**src/rtl/dut_req_arbiter.sv**
```systemverilog
// Round-robin request arbiter feeding a single registered valid/ready output port.
// Optional per-requester grant counters are enabled with the ARB_STATS_EN macro.
module dut_req_arbiter #(
    parameter int NUM_REQ = 4,
    parameter int DATA_W  = 8
) (
    input  logic                        clk,
    input  logic                        reset,
    input  logic [NUM_REQ-1:0]          req_valid,
    input  logic [NUM_REQ*DATA_W-1:0]   req_data,
    output logic [NUM_REQ-1:0]          req_ready,
    output logic                        out_valid,
    output logic [DATA_W-1:0]           out_data,
    output logic [$clog2(NUM_REQ)-1:0]  out_src,
    input  logic                        out_ready,
    output logic                        busy
`ifdef ARB_STATS_EN
    ,
    output logic [NUM_REQ*16-1:0]       grant_cnt
`endif
);

    localparam int SRC_W = $clog2(NUM_REQ);

    typedef enum logic {S_IDLE, S_SEND} state_t;

    state_t             r_state;
    logic               r_out_valid;
    logic [DATA_W-1:0]  r_out_data;
    logic [SRC_W-1:0]   r_out_src;
    logic [SRC_W-1:0]   r_rr_ptr;

    logic               w_hs;
    logic               w_free;
    logic [SRC_W-1:0]   w_ptr;
    logic               w_found;
    logic [SRC_W-1:0]   w_win;
    logic [DATA_W-1:0]  w_win_data;
    logic [NUM_REQ-1:0] w_onehot;

    function automatic logic [SRC_W-1:0] wrap_idx(input logic [SRC_W-1:0] base,
                                                    input int unsigned off);
        int unsigned s;
        s = 32'(base) + off;
        if (s >= NUM_REQ) s = s - NUM_REQ;
        return s[SRC_W-1:0];
    endfunction

    assign w_hs   = (r_state == S_SEND) && out_ready;
    assign w_free = (r_state == S_IDLE) || out_ready;
    // Search starts from the pointer as it will be after this cycle's handshake.
    assign w_ptr  = w_hs ? wrap_idx(r_out_src, 1) : r_rr_ptr;

    always_comb begin
        w_found    = 1'b0;
        w_win      = '0;
        w_win_data = '0;
        w_onehot   = '0;
        for (int unsigned k = 0; k < NUM_REQ; k++) begin
            if (!w_found && req_valid[wrap_idx(w_ptr, k)]) begin
                w_found = 1'b1;
                w_win   = wrap_idx(w_ptr, k);
            end
        end
        for (int unsigned k = 0; k < NUM_REQ; k++) begin
            if (SRC_W'(k) == w_win) w_win_data = req_data[k*DATA_W +: DATA_W];
        end
        w_onehot[w_win] = 1'b1;
    end

    assign req_ready = (reset && w_free && w_found) ? w_onehot : '0;
    assign out_valid = r_out_valid;
    assign out_data  = r_out_data;
    assign out_src   = r_out_src;
    assign busy      = (r_state == S_SEND);

    always_ff @(posedge clk or negedge reset) begin
        if (!reset) begin
            r_state     <= S_IDLE;
            r_out_valid <= 1'b0;
            r_out_data  <= '0;
            r_out_src   <= '0;
            r_rr_ptr    <= '0;
        end else begin
            if (w_hs) r_rr_ptr <= wrap_idx(r_out_src, 1);
            if (w_free) begin
                if (w_found) begin
                    r_state     <= S_SEND;
                    r_out_valid <= 1'b1;
                    r_out_data  <= w_win_data;
                    r_out_src   <= w_win;
                end else begin
                    r_state     <= S_IDLE;
                    r_out_valid <= 1'b0;
                end
            end
        end
    end

`ifdef ARB_STATS_EN
    logic [15:0] r_grant_cnt [NUM_REQ];

    always_ff @(posedge clk or negedge reset) begin
        if (!reset) begin
            for (int unsigned k = 0; k < NUM_REQ; k++) r_grant_cnt[k] <= '0;
        end else if (w_free && w_found && (r_grant_cnt[w_win] != '1)) begin
            r_grant_cnt[w_win] <= r_grant_cnt[w_win] + 16'd1;
        end
    end

    for (genvar g = 0; g < NUM_REQ; g++) begin : g_cnt
        assign grant_cnt[g*16 +: 16] = r_grant_cnt[g];
    end
`endif

endmodule
```
**config.mk**
```make
export PLATFORM = sky130hd
export DESIGN_NAME = dut_req_arbiter
export DESIGN_NICKNAME = d
export VERILOG_FILES = /design/src/rtl/dut_req_arbiter.sv
export SDC_FILE = /design/constraint.sdc
export NUM_CORES = 1
export LEC_CHECK = 0
export CORE_ASPECT_RATIO = 0.7
export CORE_MARGIN = 2
export CORE_UTILIZATION = 37
export DETAILED_ROUTE_END_ITERATION = 7
export PLACE_DENSITY = 0.79
export SYNTH_ARGS = -nofsm -noshare
export SYNTH_HDL_FRONTEND = slang
export SYNTH_SLANG_ARGS = --single-unit
```
**constraint.sdc**
```tcl
create_clock -name clk -period 2.35 [get_ports clk]
set_input_delay 0.47 -clock clk [delete_from_list [all_inputs] [get_ports clk]]
set_output_delay 0.47 -clock clk [all_outputs]
set_load 0.1 [all_outputs]
```
==> results of run 1 <==
metal layers:
| metal | up-vias | global-route usage [%] |
|---|---|---|
| met2 | 44 | 43.1 |
| li1 | 513 | - |
| met4 | 0 | 7.39 |
| met5 | - | 0 |
| met3 | 4 | 5.20 |
| met1 | 539 | 27.1 |
what timing repair did:
action | in CTS | in global routing
endpoints found under the setup margin | 11 | 5
setup buffers | 3 | 3
pin swaps | 5 | 6
gates cloned | 0 | 0
gates resized for setup | 5 | 5
worst max-delay path: stages, from the launching register on:
cell and delay (ns):
dfrtp_4 0.52, and2_4 0.17, buf_4 0.14, o31ai_1 0.26
o21ai_1 0.14, o211ai_2 0.11, buf_12 0.15, nor2b_4 0.15
buf_12 0.18
cell families (layout without fill, tap and decap cells):
logic type	count (synthesis)	in the layout	synth area share (%)
buf+inv	7	85	6.07
mux	17	17	19.7
xor+xnor	1	1	0.945
compound gates	22	22	19.0
simple gates	34	34	19.2
flops	13	13	35.1
how the worst min path moves through the flow:
stage | end | slack [ns] | cells past startpoint
floorplan | out_data[0]$_DFFE_PN0P_ | 0.17 | 0
global placement | r_rr_ptr[0]$_DFF_PN0_ | 0.52 | 2
detailed placement | r_rr_ptr[0]$_DFF_PN0_ | 0.55 | 2
CTS | r_rr_ptr[0]$_DFF_PN0_ | 0.57 | 2
global route | r_rr_ptr[0]$_DFF_PN0_ | 0.60 | 2
finish | out_data[0]$_DFFE_PN0P_ | 0.58 | 2
state kept, by name, indices dropped and copies added (netlist names):
| register | count |
|---|---|
| busy | 1 |
| out_data | 8 |
| out_src | 2 |
| r_rr_ptr | 2 |
stage by stage:
| step | hold slack, ns | power [uW] | setup WS, ns | std cells |
|---|---|---|---|---|
| 2_1_floorplan | 0.174 | 1060 | -0.338 | 94 |
| 3_3_place_gp | 0.517 | 1330 | -0.341 | 196 |
| 3_5_place_dp | 0.551 | 1360 | -0.434 | 196 |
| 4_1_cts | 0.570 | 1510 | -0.190 | 203 |
| 5_1_grt | 0.600 | 1600 | -0.303 | 206 |
| 6_report | 0.578 | 1540 | -0.213 | 206 |
synth_stat cells (3+ instances only):
cell type / instances
dfrtp_1: 13
mux2i_1: 13
nor2_1: 13
a221oi_1: 6
nand2_1: 4
nor2b_1: 4
o21ai_0: 4
and2_1: 3
area by class of cell:
cell class | instances | area, sq um | area share, %
multi-input combinational | 74 | 637 | 35.3
timing repair buffer | 80 | 758 | 42.1
tap | 34 | 42.5 | 2.36
clock buffer | 3 | 22.5 | 1.25
sequential | 13 | 334 | 18.5
clock inverter | 1 | 5.00 | 0.278
inverter | 1 | 3.75 | 0.208
power groups by stage:
stage               sequential [uW]  clock (uW)  combinational (uW)
floorplan                       722           0                 342
global placement                347           0                 979
detailed placement              350           0                1000
CTS                             349         145                1020
global route                    360         155                1090
finish                          353         142                1050
==> run metrics, run 1 <==
Max FO, Critical Path=7; Residual DRC=0; min-delay worst type=reg2reg; Pre-antenna DRT Iters=4; die area=0.00293 sq mm; ranking of synthesized cells by area=dfrtp_1, mux2i_1, a221oi_1; Metal-1 WL=1330 um; Leakage=0.000787 uW; final setup vio count=6; sequential area share after synthesis=35.1%; # nets final=212; Clock transition at path regs=0.08 ns; reg-to-reg endpoint=out_data[6]$_DFFE_PN0P_; ys flop type=dfrtp_1; failing checks=setup timing; crit path DAT=2.09 ns; Post-DRT Antenna Nets=0; final worst setup slack=-0.213 ns; initial antenna violation count=0; # fillers=167; sink count of the clock tree=13; proportion of layout cells with a drive suffix above 1=41.3%; Setup crit start kind=flop; vias in the first global route=1073; Num CTS Buffers=3; average size of a mapped cell=9.86 sq um; Final Cycle Share=109%; CP endpoint=req_ready[0]; minimum clock period=2.56 ns; EDFF count, synth=0; Initial DRC Count=43; PortBufs=54; post-synth cell types=34; outcome=finished with violations; GP Congestion=0.907; top layer reached by signal wires=met4; Post-Route WL=3280 um; Synth top area share=35.1%; later-pin clock latency in the skew report=0.28 ns; count of final hold-check violations=0; Core Area=0.00242 sq mm; Cells after Synth=94; Comb pwr share=68.0%; via count=1100; ANT cells=0; P&R area growth vs syn=94.5%; Max Cap Viol=0; Post-Syn Area=927 sq um; initial core utilization=38.3%; pin count of the biggest net entering global routing=14; most frequent cells in the layout=clkdlybuf4s50_1, buf_4, mux2i_1; Die Span X=63.8 um; Hold Startpoint=out_data[0]$_DFFE_PN0P_; clock skew=0.000772 ns; Fin Setup TNS=-0.965 ns; Reg2Reg Depth=9; Slew HR=67.2%; Reg power frac=22.8%; Int Pwr=728 uW; CTS tree=built; R2R setup slack=-0.09 ns; I/O pin count=55; clock buffer depth=2; FP Rows=15; first-pass GRT wire length=5080 um; DP Wirelength=2620 um; unrepaired setup endpoints after global routing=yes; kind of critical path=reg2out; CTS root buffer=clkbuf_4; Synth area leader=dfrtp_1; Global Route Usage Sum=23.1%; Clock power frac=9.2%; Seq cells post-synth=13; Critical R2R Launch=busy$_DFFE_PN0N_; Via density=5.34; wire per inst=15.9 um; GRT overflow=0; Hold-fix buffers, CTS=0; Switching Fraction=52.9%; Net Switching=817 uW; post-synthesis net count=133; PwrDens=857 mW/mm^2; FFs w/ async S/R, synth=100%; synth warn=0; Final Instance Area=0.00180 sq mm; CP Capture Type=output pin; Crit. Startpoint=busy$_DFFE_PN0N_; worst vdd ir=0.000521 V; Final Util=74.5%; Cell Area, Placed=0.00169 sq mm; met3 WL=158 um; Fmax=390 MHz; die extent in y=45.9 um; Tightest Pin Transition=0.487 ns; met2 WL=1760 um; critical path required time=1.88 ns; Pins Over Slew Limit=0; H-tree depth reported by CTS=1
Power figures use the tool's default switching activity.
==> inputs of run 2 (changes only) <==
CORE_UTILIZATION = 47   (was 37)
DONT_BUFFER_PORTS = 1   (was default)
PLACE_DENSITY = default   (was 0.79)
==> run 2 against run 1 <==
Compared with the run above:
- the flow still finishes with violations (setup timing)
- sequential power up 20%
- total power down 12%
- clock skew rose by 0.0069 ns
- sequential cell count is the same
- worst setup slack improved by 0.030 ns
- non-clock buffer count decreased by 60
- clock-buffer cell count increased by 1
- maximum frequency is 1.2% higher
- sequential share of layout area rose by 8.8 points
- utilization fell by 8.5 points
- hold slack worse by 0.24 ns
- global-route usage fell by 0.93 points
==> run metrics, run 2 (synthesis gave the netlist of run 1 again) <==
outcome=finished with violations; failing checks=setup timing; I/O pin count=55 (unchanged); Core Area=0.00185 sq mm (-23%); PortBufs=0 (-100%); CP bufs+invs=1 (-2); Fin Setup TNS=-0.595 ns (+0.370 ns); final setup vio count=4 (-2); Fmax=395 MHz (+1.2%); min-delay worst type=in2reg; PwrDens=1110 mW/mm^2 (+30%); Clock transition at path regs=0.08 ns (about the same); later-pin clock latency in the skew report=0.28 ns (about the same); CP top delay family=compound AO/OA/AOI/OAI gates; Die Span X=57.1 um (-11%); unrepaired setup endpoints after global routing=yes; Final Cycle Share=108% (-1.3 points); wire per inst=18.6 um (+17%); Slew HR=40.2% (-27 points); Post-Route WL=2490 um (-24%); max FFs per register=8 (unchanged); P&R area growth vs syn=31.8%; GP Congestion=0.847 (-6.6%); Max FO, Critical Path=6 (-1); Hold Startpoint=req_valid[2]; CP Capture Type=output pin; initial antenna violation count=0 (unchanged); Critical R2R Launch=busy$_DFFE_PN0N_; FP Rows=13 (-2); Leakage=0.000520 uW (-34%); Reg2Reg Depth=8 (-1); minimum clock period=2.53 ns (-0.0297 ns); Hold Slack=0.334 ns (-0.244 ns); final worst setup slack=-0.183 ns (+0.0297 ns); pin count of the biggest net entering global routing=22 (+8); count of final hold-check violations=0 (unchanged); Max Cap Viol=0 (unchanged); H-tree depth reported by CTS=1 (unchanged); peak per-stage delay on the critical path=0.51 ns (about the same); Cell Area, Placed=0.00115 sq mm (-32%); clock skew=0.00768 ns (+0.00690 ns); Tightest Pin Transition=0.896 ns (+0.409 ns); CP max stage cell=dfrtp_4; CTS root buffer=clkbuf_4; critical path required time=1.88 ns (about the same); Setup crit start kind=flop; vias in the first global route=707 (-34%); proportion of layout cells with a drive suffix above 1=38.4% (-2.9 points); Pre-antenna DRT Iters=4 (unchanged); initial core utilization=50.0% (+12 points); Num CTS Buffers=3 (unchanged); Final Instance Area=0.00122 sq mm (-32%); hold depth=2 (unchanged); Residual DRC=0 (unchanged); clock buffer depth=2 (unchanged); Initial DRC Count=19 (-56%); most frequent cells in the layout=mux2i_1, buf_4, nor2_1; DP Wirelength=1850 um (-30%); kind of critical path=reg2out; GRT overflow=0 (unchanged); Design Power=1360 uW (-12%); first-pass GRT wire length=3620 um (-29%); crit path DAT=2.06 ns (-0.03 ns); Post-DRT Antenna Nets=0 (unchanged); die area=0.00235 sq mm (-20%); reg-to-reg endpoint=out_data[2]$_DFFE_PN0P_; Via density=6.17 (+16%); CP cell instances=and2_4 -> o311a_1 -> o2bb2ai_2 -> o21a_1 -> nand3_2 -> nor2b_4 -> buf_12; # nets final=152 (-28%); worst vdd ir=0.000866 V (+66%); Hold Path Sink=busy$_DFFE_PN0N_; via count=827 (-25%); sink count of the clock tree=13 (unchanged); Global Route Usage Sum=22.2% (-0.93 points); ANT cells=0 (unchanged); Pins Over Slew Limit=0 (unchanged); CTS tree=built; # fillers=162 (-3.0%); die extent in y=41.2 um (-10%); R2R setup slack=0.18 ns (+0.27 ns)
==> run 2: cell types whose count changed in the layout (fill, tap and decap cells not counted), sizes merged <==
| cell | change |
|---|---|
| clkdlybuf4s50 | -37 |
| buf | -23 |
| clkbuf | +1 |
| clkdlybuf4s15 | -1 |
| clkinv | -1 |
| dlygate4sd3 | +1 |
==> run 2: layer usage <==
| metal | up-vias | global-route usage (%) | part of all wire [%] |
|---|---|---|---|
| met5 | - | 0 | 0 |
| met4 | 0 | 3.49 | 0 |
| met3 | 0 | 6.62 | 7.9 |
| met2 | 38 | 35.3 | 47 |
| met1 | 398 | 30.9 | 45 |
| li1 | 391 | - | - |
==> run 2: metrics by stage <==
step,std cells,utilization [%],setup slack (ns)
floorplan,94,-,-0.338
global placement,127,61.9,0.132
detailed placement,127,61.9,0.0186
CTS,133,65.0,-0.194
global route,134,65.9,-0.282
finish,134,65.9,-0.183
==> run 2: cell type report <==
cell class / count / area, sq um / area share (%)
multi-input combinational: 74 / 619 / 50.7
sequential: 13 / 334 / 27.3
timing repair buffer: 20 / 211 / 17.3
tap: 22 / 27.5 / 2.25
clock buffer: 4 / 26.3 / 2.15
inverter: 1 / 3.75 / 0.307
==> run 2: where the power goes <==
group          switching [uW]  total (uW)  leakage [uW]  internal [uW]
logic                     546         799      0.000361            252
registers                 136         423      0.000144            287
clock network            74.9         141     0.0000150           65.8
==> run 2: timing repair <==
| action | 4_1_cts | 5_1_grt |
|---|---|---|
| buffers inserted | 1 | 1 |
| hold buffers | 1 | 0 |
| pin swaps | 4 | 0 |
| gates resized for setup | 3 | 2 |
| endpoints found under the setup margin | 4 | 4 |
| endpoints found under the hold margin | 13 | 0 |
==> run 2: how the worst max path moves through the flow <==
stage / startpoint / to / slack [ns] / cells after the start
final: busy$_DFFE_PN0N_ / req_ready[2] / -0.18 / 7
after global routing: busy$_DFFE_PN0N_ / req_ready[2] / -0.28 / 7
after CTS: busy$_DFFE_PN0N_ / req_ready[2] / -0.19 / 7
after detailed placement: out_src[0]$_DFFE_PN0P_ / req_ready[0] / 0.02 / 7
after global placement: busy$_DFFE_PN0N_ / req_ready[2] / 0.13 / 7
after floorplan: busy$_DFFE_PN0N_ / req_ready[0] / -0.34 / 8
